## src/rtl/pending_encoder8to3.sv

```systemverilog
// Sequential 8-to-3 encoder: accumulates request bits and offers them one index at a time on a valid/ready handshake.
// Define PENC_ROUND_ROBIN_EN for rotating priority; otherwise the lowest pending index wins.
module pending_encoder8to3 (
  input  logic       clk,
  input  logic       rst,
  input  logic       clr,
  input  logic [7:0] d,
  input  logic       d_valid,
  output logic [2:0] y,
  output logic       y_valid,
  input  logic       y_ready,
  output logic [7:0] pending,
  output logic       overflow
);

  // state | meaning
  // IDLE  | nothing offered, y = 0
  // OFFER | y holds a pending index until accepted
  typedef enum logic {IDLE, OFFER} state_t;

  state_t     state_q, state_d;
  logic [2:0] y_d;
  logic [7:0] pending_d;
  logic       overflow_d;
  logic       accept;
  logic [7:0] offered_mask, accept_mask, remaining, req;
  logic [2:0] idle_start, next_start;

  // Search starts at 'start' and wraps 7 -> 0; the first set bit found wins.
  function automatic logic [2:0] select_idx(input logic [7:0] v, input logic [2:0] start);
    logic [2:0] idx;
    logic [2:0] sel;
    sel = 3'd0;
    for (int i = 7; i >= 0; i--) begin
      idx = start + 3'(i);
      if (v[idx]) sel = idx;
    end
    return sel;
  endfunction

`ifdef PENC_ROUND_ROBIN_EN
  logic [2:0] ptr_q, ptr_d;
  assign idle_start = ptr_q;
  assign next_start = y + 3'd1;
`else
  assign idle_start = 3'd0;
  assign next_start = 3'd0;
`endif

  assign y_valid = (state_q == OFFER);

  always_comb begin
    accept       = y_valid & y_ready;
    offered_mask = 8'b1 << y;
    accept_mask  = accept ? offered_mask : 8'h00;
    remaining    = pending & ~offered_mask;
    req          = d_valid ? d : 8'h00;

    state_d    = state_q;
    y_d        = y;
    pending_d  = (pending & ~accept_mask) | req;
    overflow_d = overflow | (|(req & pending & ~accept_mask));
`ifdef PENC_ROUND_ROBIN_EN
    ptr_d = ptr_q;
`endif

    if (clr) begin
      state_d    = IDLE;
      y_d        = 3'd0;
      pending_d  = 8'h00;
      overflow_d = 1'b0;
`ifdef PENC_ROUND_ROBIN_EN
      ptr_d = 3'd0;
`endif
    end else begin
      case (state_q)
        IDLE: begin
          y_d = 3'd0;
          if (|pending) begin
            y_d     = select_idx(pending, idle_start);
            state_d = OFFER;
          end
        end
        OFFER: begin
          if (accept) begin
`ifdef PENC_ROUND_ROBIN_EN
            ptr_d = y + 3'd1;
`endif
            // Re-select from the bits already pending; same-cycle re-requests wait for the next pass.
            if (|remaining) begin
              y_d = select_idx(remaining, next_start);
            end else begin
              y_d     = 3'd0;
              state_d = IDLE;
            end
          end
        end
        default: begin
          y_d     = 3'd0;
          state_d = IDLE;
        end
      endcase
    end
  end

  always_ff @(posedge clk or posedge rst) begin
    if (rst) begin
      state_q  <= IDLE;
      y        <= 3'd0;
      pending  <= 8'h00;
      overflow <= 1'b0;
`ifdef PENC_ROUND_ROBIN_EN
      ptr_q    <= 3'd0;
`endif
    end else begin
      state_q  <= state_d;
      y        <= y_d;
      pending  <= pending_d;
      overflow <= overflow_d;
`ifdef PENC_ROUND_ROBIN_EN
      ptr_q    <= ptr_d;
`endif
    end
  end

endmodule

```

## config.mk

```make
export PLATFORM = sky130hd
export DESIGN_NAME = pending_encoder8to3
export DESIGN_NICKNAME = d
export VERILOG_FILES = /design/src/rtl/pending_encoder8to3.sv
export SDC_FILE = /design/constraint.sdc
export NUM_CORES = 1
export LEC_CHECK = 0
export ABC_AREA = 1
export BUFFER_PORTS_ARGS = -buffer_cell sky130_fd_sc_hd__buf_4
export CAP_MARGIN = 40
export CELL_PAD_IN_SITES_DETAIL_PLACEMENT = 0
export CELL_PAD_IN_SITES_GLOBAL_PLACEMENT = 2
export CORE_ASPECT_RATIO = 1.4
export CORE_MARGIN = 2
export CORE_UTILIZATION = 23
export CTS_CLUSTER_DIAMETER = 30
export DETAILED_ROUTE_END_ITERATION = 10
export PLACE_DENSITY_LB_ADDON = 0.15
export SETUP_SLACK_MARGIN = 0.02
export SYNTH_ARGS = -nofsm -noshare
export SYNTH_HDL_FRONTEND = slang
export SYNTH_SLANG_ARGS = --single-unit
```

## constraint.sdc

```tcl
create_clock -name clk -period 1.4 [get_ports clk]
set_clock_uncertainty 0.15 [all_clocks]
set_input_delay 0 -clock clk [delete_from_list [all_inputs] [get_ports clk]]
set_output_delay 0 -clock clk [all_outputs]
set_load 0.05 [all_outputs]
```

## Word-level counts from Yosys, hierarchy flattened

Cells that the tools add are included.

| operators by class | value |
|---|---|
| multiplexer cells | 30 |
| eq/ne operators | 1 |
| shifts and indexed selects | 1 |
| reductions and logical operators | 3 |
| bitwise logic cells | 10 |

Operators with widths:

| operator | count |
|---|---|
| $mux W3 | 20 |
| $and A8 B8 Y8 | 4 |
| $mux W8 | 3 |
| $reduce_or A8 Y1 | 3 |
| $not A8 Y8 | 2 |
| $or A8 B8 Y8 | 1 |
| $shl A1 B3 Y8 const A | 1 |
| $pmux W3 S2 | 1 |
| $mux W1 | 5 |
| $ne A3 B2 Y1 const B | 1 |
| $pmux W1 S2 | 1 |
| $and A1 B1 Y1 | 1 |
| $not A1 Y1 | 1 |
| $or A1 B1 Y1 | 1 |

| word-level totals | value |
|---|---|
| bits in registers | 13 |
| output and inout bits | 13 |

## Logic depth before layout (Yosys ltp)

| logic depth | value |
|---|---|
| word-level depth | 15 |
| gate-level depth with buffers | 13 |

## Worst setup path after synthesis

OpenSTA, ideal clock, no wires.

| timing path | value |
|---|---|
| path kind | register to register |
| start point | register y[0] |
| end point | register y[0] |
| path buffers | 0 |
| setup slack | -0.306 ns |
| arrival time | 1.437 ns |
| setup time | 0.118 ns |
| stages on the path, launching flop included | 14 |
| clock period less this slack | 1.706 ns |
| cells stage by stage | dfrtp_1 > inv_2 > nand3_1 > nand2_2 > nand2_1 > nand2_1 > nand2_1 > nand2_1 > nand2_1 > nand2_1 > nand2_1 > nand2_1 > nand2_1 > nand2_1 |

| between the ends | value |
|---|---|
| longest elaborated chain between the ends | 15 |

RTL lines:

| what | line | RTL |
|---|---|---|
| start, declared | 9 | `output logic [2:0] y,` |
| start signal, assigned | 117 | `y <= y_d;` |
| $shl A1 B3 Y8 * | 54 | `offered_mask = 8'b1 << y;` |
| $not A8 Y8 * | 56 | `remaining = pending & ~offered_mask;` |
| $and A8 B8 Y8 * | 56 |  |
| $mux W3 (8 in series) | 36 | `if (v[idx]) sel = idx;` |
| $mux W3 * | 90 | `if (\|remaining) begin` |
| $mux W3 * | 85 | `if (accept) begin` |
| $pmux W3 S2 * | 76 | `case (state_q)` |
| $mux W3 * | 67 | `if (clr) begin` |

Mark *: on every way between the ends. The rest lies on a longest branch, timed or not. The select of a mux whose other input is x is not followed.
A chain may end at the register's enable or synchronous reset.

## Worst setup path after layout

| timing path | value |
|---|---|
| start point | register y[0] |
| end point | register state_q, in the netlist y_valid |

| between the ends | value |
|---|---|
| longest elaborated chain between the ends | 8 |

RTL lines:

| what | line | RTL |
|---|---|---|
| $shl A1 B3 Y8 | 54 |  |
| $not A8 Y8 | 56 |  |
| $and A8 B8 Y8 | 56 |  |
| $reduce_or A8 Y1 | 90 |  |
| $mux W1 | 90 |  |
| $mux W1 | 85 |  |
| $pmux W1 S2 | 76 |  |
| $mux W1 | 67 |  |
| net state_d | 21 | `state_t state_q, state_d;` |
| end signal, assigned | 116 | `state_q <= state_d;` |
| end, declared | 21 |  |

The timed path passes the listed nets, and every way through them passes these cells.

==> flow_metrics.env <==
export IMPL_cp_required_ns=1.38
export IMPL_hold_start="d_valid"
export IMPL_setup_viol=6
export IMPL_core_area_sq_mm=0.00388
export IMPL_grt_use_total_pct=14.8
export IMPL_final_util_pct=41.0
export IMPL_grt_pass1_vias=1156
export IMPL_die_width_um=57.5
export IMPL_ctsHtreeMaxLevel=1
export IMPL_clockBufferDepth=2
export IMPL_min_period_ns=1.48
export IMPL_path_cells="buf_6 > nand3_2 > nand2_2 > nand2_1 > inv_2 > nand2_2 > o41ai_2 > inv_1"
export IMPL_critical_path_class="register to register"
export IMPL_grt_pass1_wl_um=5180
export IMPL_outcome="finished, violations left"
export IMPL_syn_cell_area_sq_um=921
export IMPL_irDropWorstVdd_mv=0.475
export IMPL_dieHeight_um=78.9
export IMPL_crit_fanout=6
export IMPL_critPathCaptureType="register"
export IMPL_violations="negative hold slack, negative setup slack"
export IMPL_post_place_cells=230
export IMPL_r2r_cells=8
export IMPL_worstPathArrival_ns=1.46
export IMPL_crit_slowest_cell="dfrtp_2"
export IMPL_cts_tree="built"
export IMPL_io_pins=26
export IMPL_final_cells=254
export IMPL_drive_gt1_share_pct=45.5
export IMPL_diodes=0
export IMPL_worst_slew_pin_slew_ns=0.578
export IMPL_rr_startpoint="y[0]"
export IMPL_fmax_mhz=677
export IMPL_areaGrowthSynthToFinish_pct=73.1
export IMPL_synth_area_top_cells="dfrtp_1 (35%), nand2_1 (15%), inv_1 (13%)"
export IMPL_viasPerCell=4.46
export IMPL_cpPeakStageDelay_ns=0.46
export IMPL_rows=27
export IMPL_place_congestion=0.773
export IMPL_synthCells=148
export IMPL_yosysTopAreaCell="dfrtp_1"
export IMPL_root_buffer="clkbuf_8"
export IMPL_finalHoldViolCount=6
export IMPL_wl_um=3120
export IMPL_syn_avg_cell_area_sq_um=6.22
export IMPL_p_leak_nw=0.878
export IMPL_clkLatencyLatePin_ns=0.25
export IMPL_drt_iter0_markers=11
export IMPL_synth_fp_nets=161
export IMPL_grt_start_max_net_pins=14
export IMPL_yosysWarnings=0
export IMPL_place_area_sq_mm=0.00129
export IMPL_drv_cap=0
export IMPL_regArea_sq_um=340
export IMPL_io_buffers=25
export IMPL_min_delay_worst_endpoint="pending[2]"
export IMPL_synth_top_area_share_pct=35.3
export IMPL_die_area_sq_mm=0.00453
export IMPL_drc=0
export IMPL_crit_top_cell="nand2_2"
export IMPL_overflow=0
export IMPL_fill_cells=412
export IMPL_power_density_mw_per_mm2=1030
export IMPL_yosysSeqAreaShare_pct=35.3
export IMPL_timing_final_ws_setup_ns=-0.0770
export IMPL_hold_ws_ns=-0.0158
export IMPL_ys_seq_elements=13
export IMPL_finalMaxSlewViolations=0
export IMPL_path_clk_slew_ns=0.06
export IMPL_synth_cell_type_count=16
export IMPL_initial_core_util_pct=23.7
export IMPL_hold_depth=5
export IMPL_ant_nets=0
export IMPL_vias=1134
export IMPL_start_kind="register"
export IMPL_r2r_slack_ns=-0.08
export IMPL_drtPass1Iterations=4
export IMPL_wl_per_cell_um=12.3
export IMPL_regToRegEndpoint="y_valid"
export IMPL_final_area_sq_mm=0.00159
export IMPL_antenna_found_initial=0
export IMPL_hp_class="primary input to register"
export IMPL_rsz0062_at_grt="true"
export IMPL_hpwlAfterDp_um=2480
export IMPL_clock_sinks=13
export IMPL_min_period_over_period_pct=106
export IMPL_multi_input_area_sq_um=519
export IMPL_max_slew_margin_pct=61.5
export IMPL_cts_buffers=3
export IMPL_final_nets=225
export IMPL_finalPower_w=0.00165
report_power, final:
group | switching (W) | internal [W] | leakage [nW]
logic | 0.000477 | 0.000327 | 0.705
clock network | 0.000150 | 0.000201 | 0.0228
registers | 0.0000637 | 0.000427 | 0.150
final cells by class:
class,instances,area share [%]
multi-input combinational,96,32.6
timing repair buffer,60,30.5
clock buffer,4,2.83
inverter,38,9.42
tap,43,3.38
sequential,13,21.4
stage by stage:
step                worst slack (ns)  setup TNS, ns
floorplan                    -0.0981         -0.292
global placement              -0.126         -0.458
detailed placement            -0.119         -0.436
CTS                           -0.104         -0.351
global route                  -0.189         -0.949
finish                       -0.0770         -0.274
flip-flops by register name (all words and copies together), names as in the netlist:
signal,count
y,3
y_valid,1
pending,8
overflow,1
what timing repair did:
action,in CTS,in global routing
hold endpoints to repair,26,0
setup buffers,4,5
endpoints found under the setup margin,6,12
pin swaps,3,9
gates cloned,0,0
hold buffers,11,0
resized for setup,18,15
cell families after synthesis:
family | after synthesis | synth area share [%]
AO/OA/AOI/OAI | 33 | 18.9
AND/OR/NAND/NOR | 63 | 29.9
flip-flops | 13 | 35.3
buffers and inverters | 39 | 15.9
cell usage in the layout, fill, tap and decap left out, types with 4 or more instances in the layout:
cell / n
buf_4: 47
dfrtp_2: 12
dlygate4sd3_1: 11
a21oi_1: 4
nand2_2: 13
inv_2: 4
nand2_1: 32
o21ai_1: 18
inv_1: 31
nand3_1: 4
nand3_2: 6
worst max-delay path, delay by kind of cell, from the launching register on:
family                 cells  cell delay, ns
flip-flops                 1            0.46
AND/OR/NAND/NOR            4            0.29
buffers and inverters      3            0.26
AO/OA/AOI/OAI              1            0.20
synth_stat cells, drive strengths merged:
cell type	number
inv	38
nor3	1
nand2	45
o41ai	1
a31oi	2
nor2	4
nand4	3
nand3	10
dfrtp	13
o211ai	1
clkbuf	1
o21ai	24
a21oi	5
how the worst max path moves through the flow:
stage | endpoint | slack, ns | from | cells past startpoint
3_5_place_dp | y_valid | -0.12 | y[2] | 8
5_1_grt | y[0] | -0.19 | y[0] | 13
2_1_floorplan | y_valid | -0.1 | y[0] | 6
6_report | y_valid | -0.08 | y[0] | 8
4_1_cts | y[1] | -0.10 | y[0] | 8
3_3_place_gp | y[1] | -0.13 | y[0] | 8
layer usage:
metal / track usage [%] / up-vias / share of wire (%)
li1: - / 592 / -
met5: 0 / - / 0
met1: 15.9 / 510 / 40
met2: 29.0 / 28 / 56
met3: 1.47 / 4 / 2.5
met4: 4.88 / 0 / 1.3
Power figures use the tool's default switching activity.
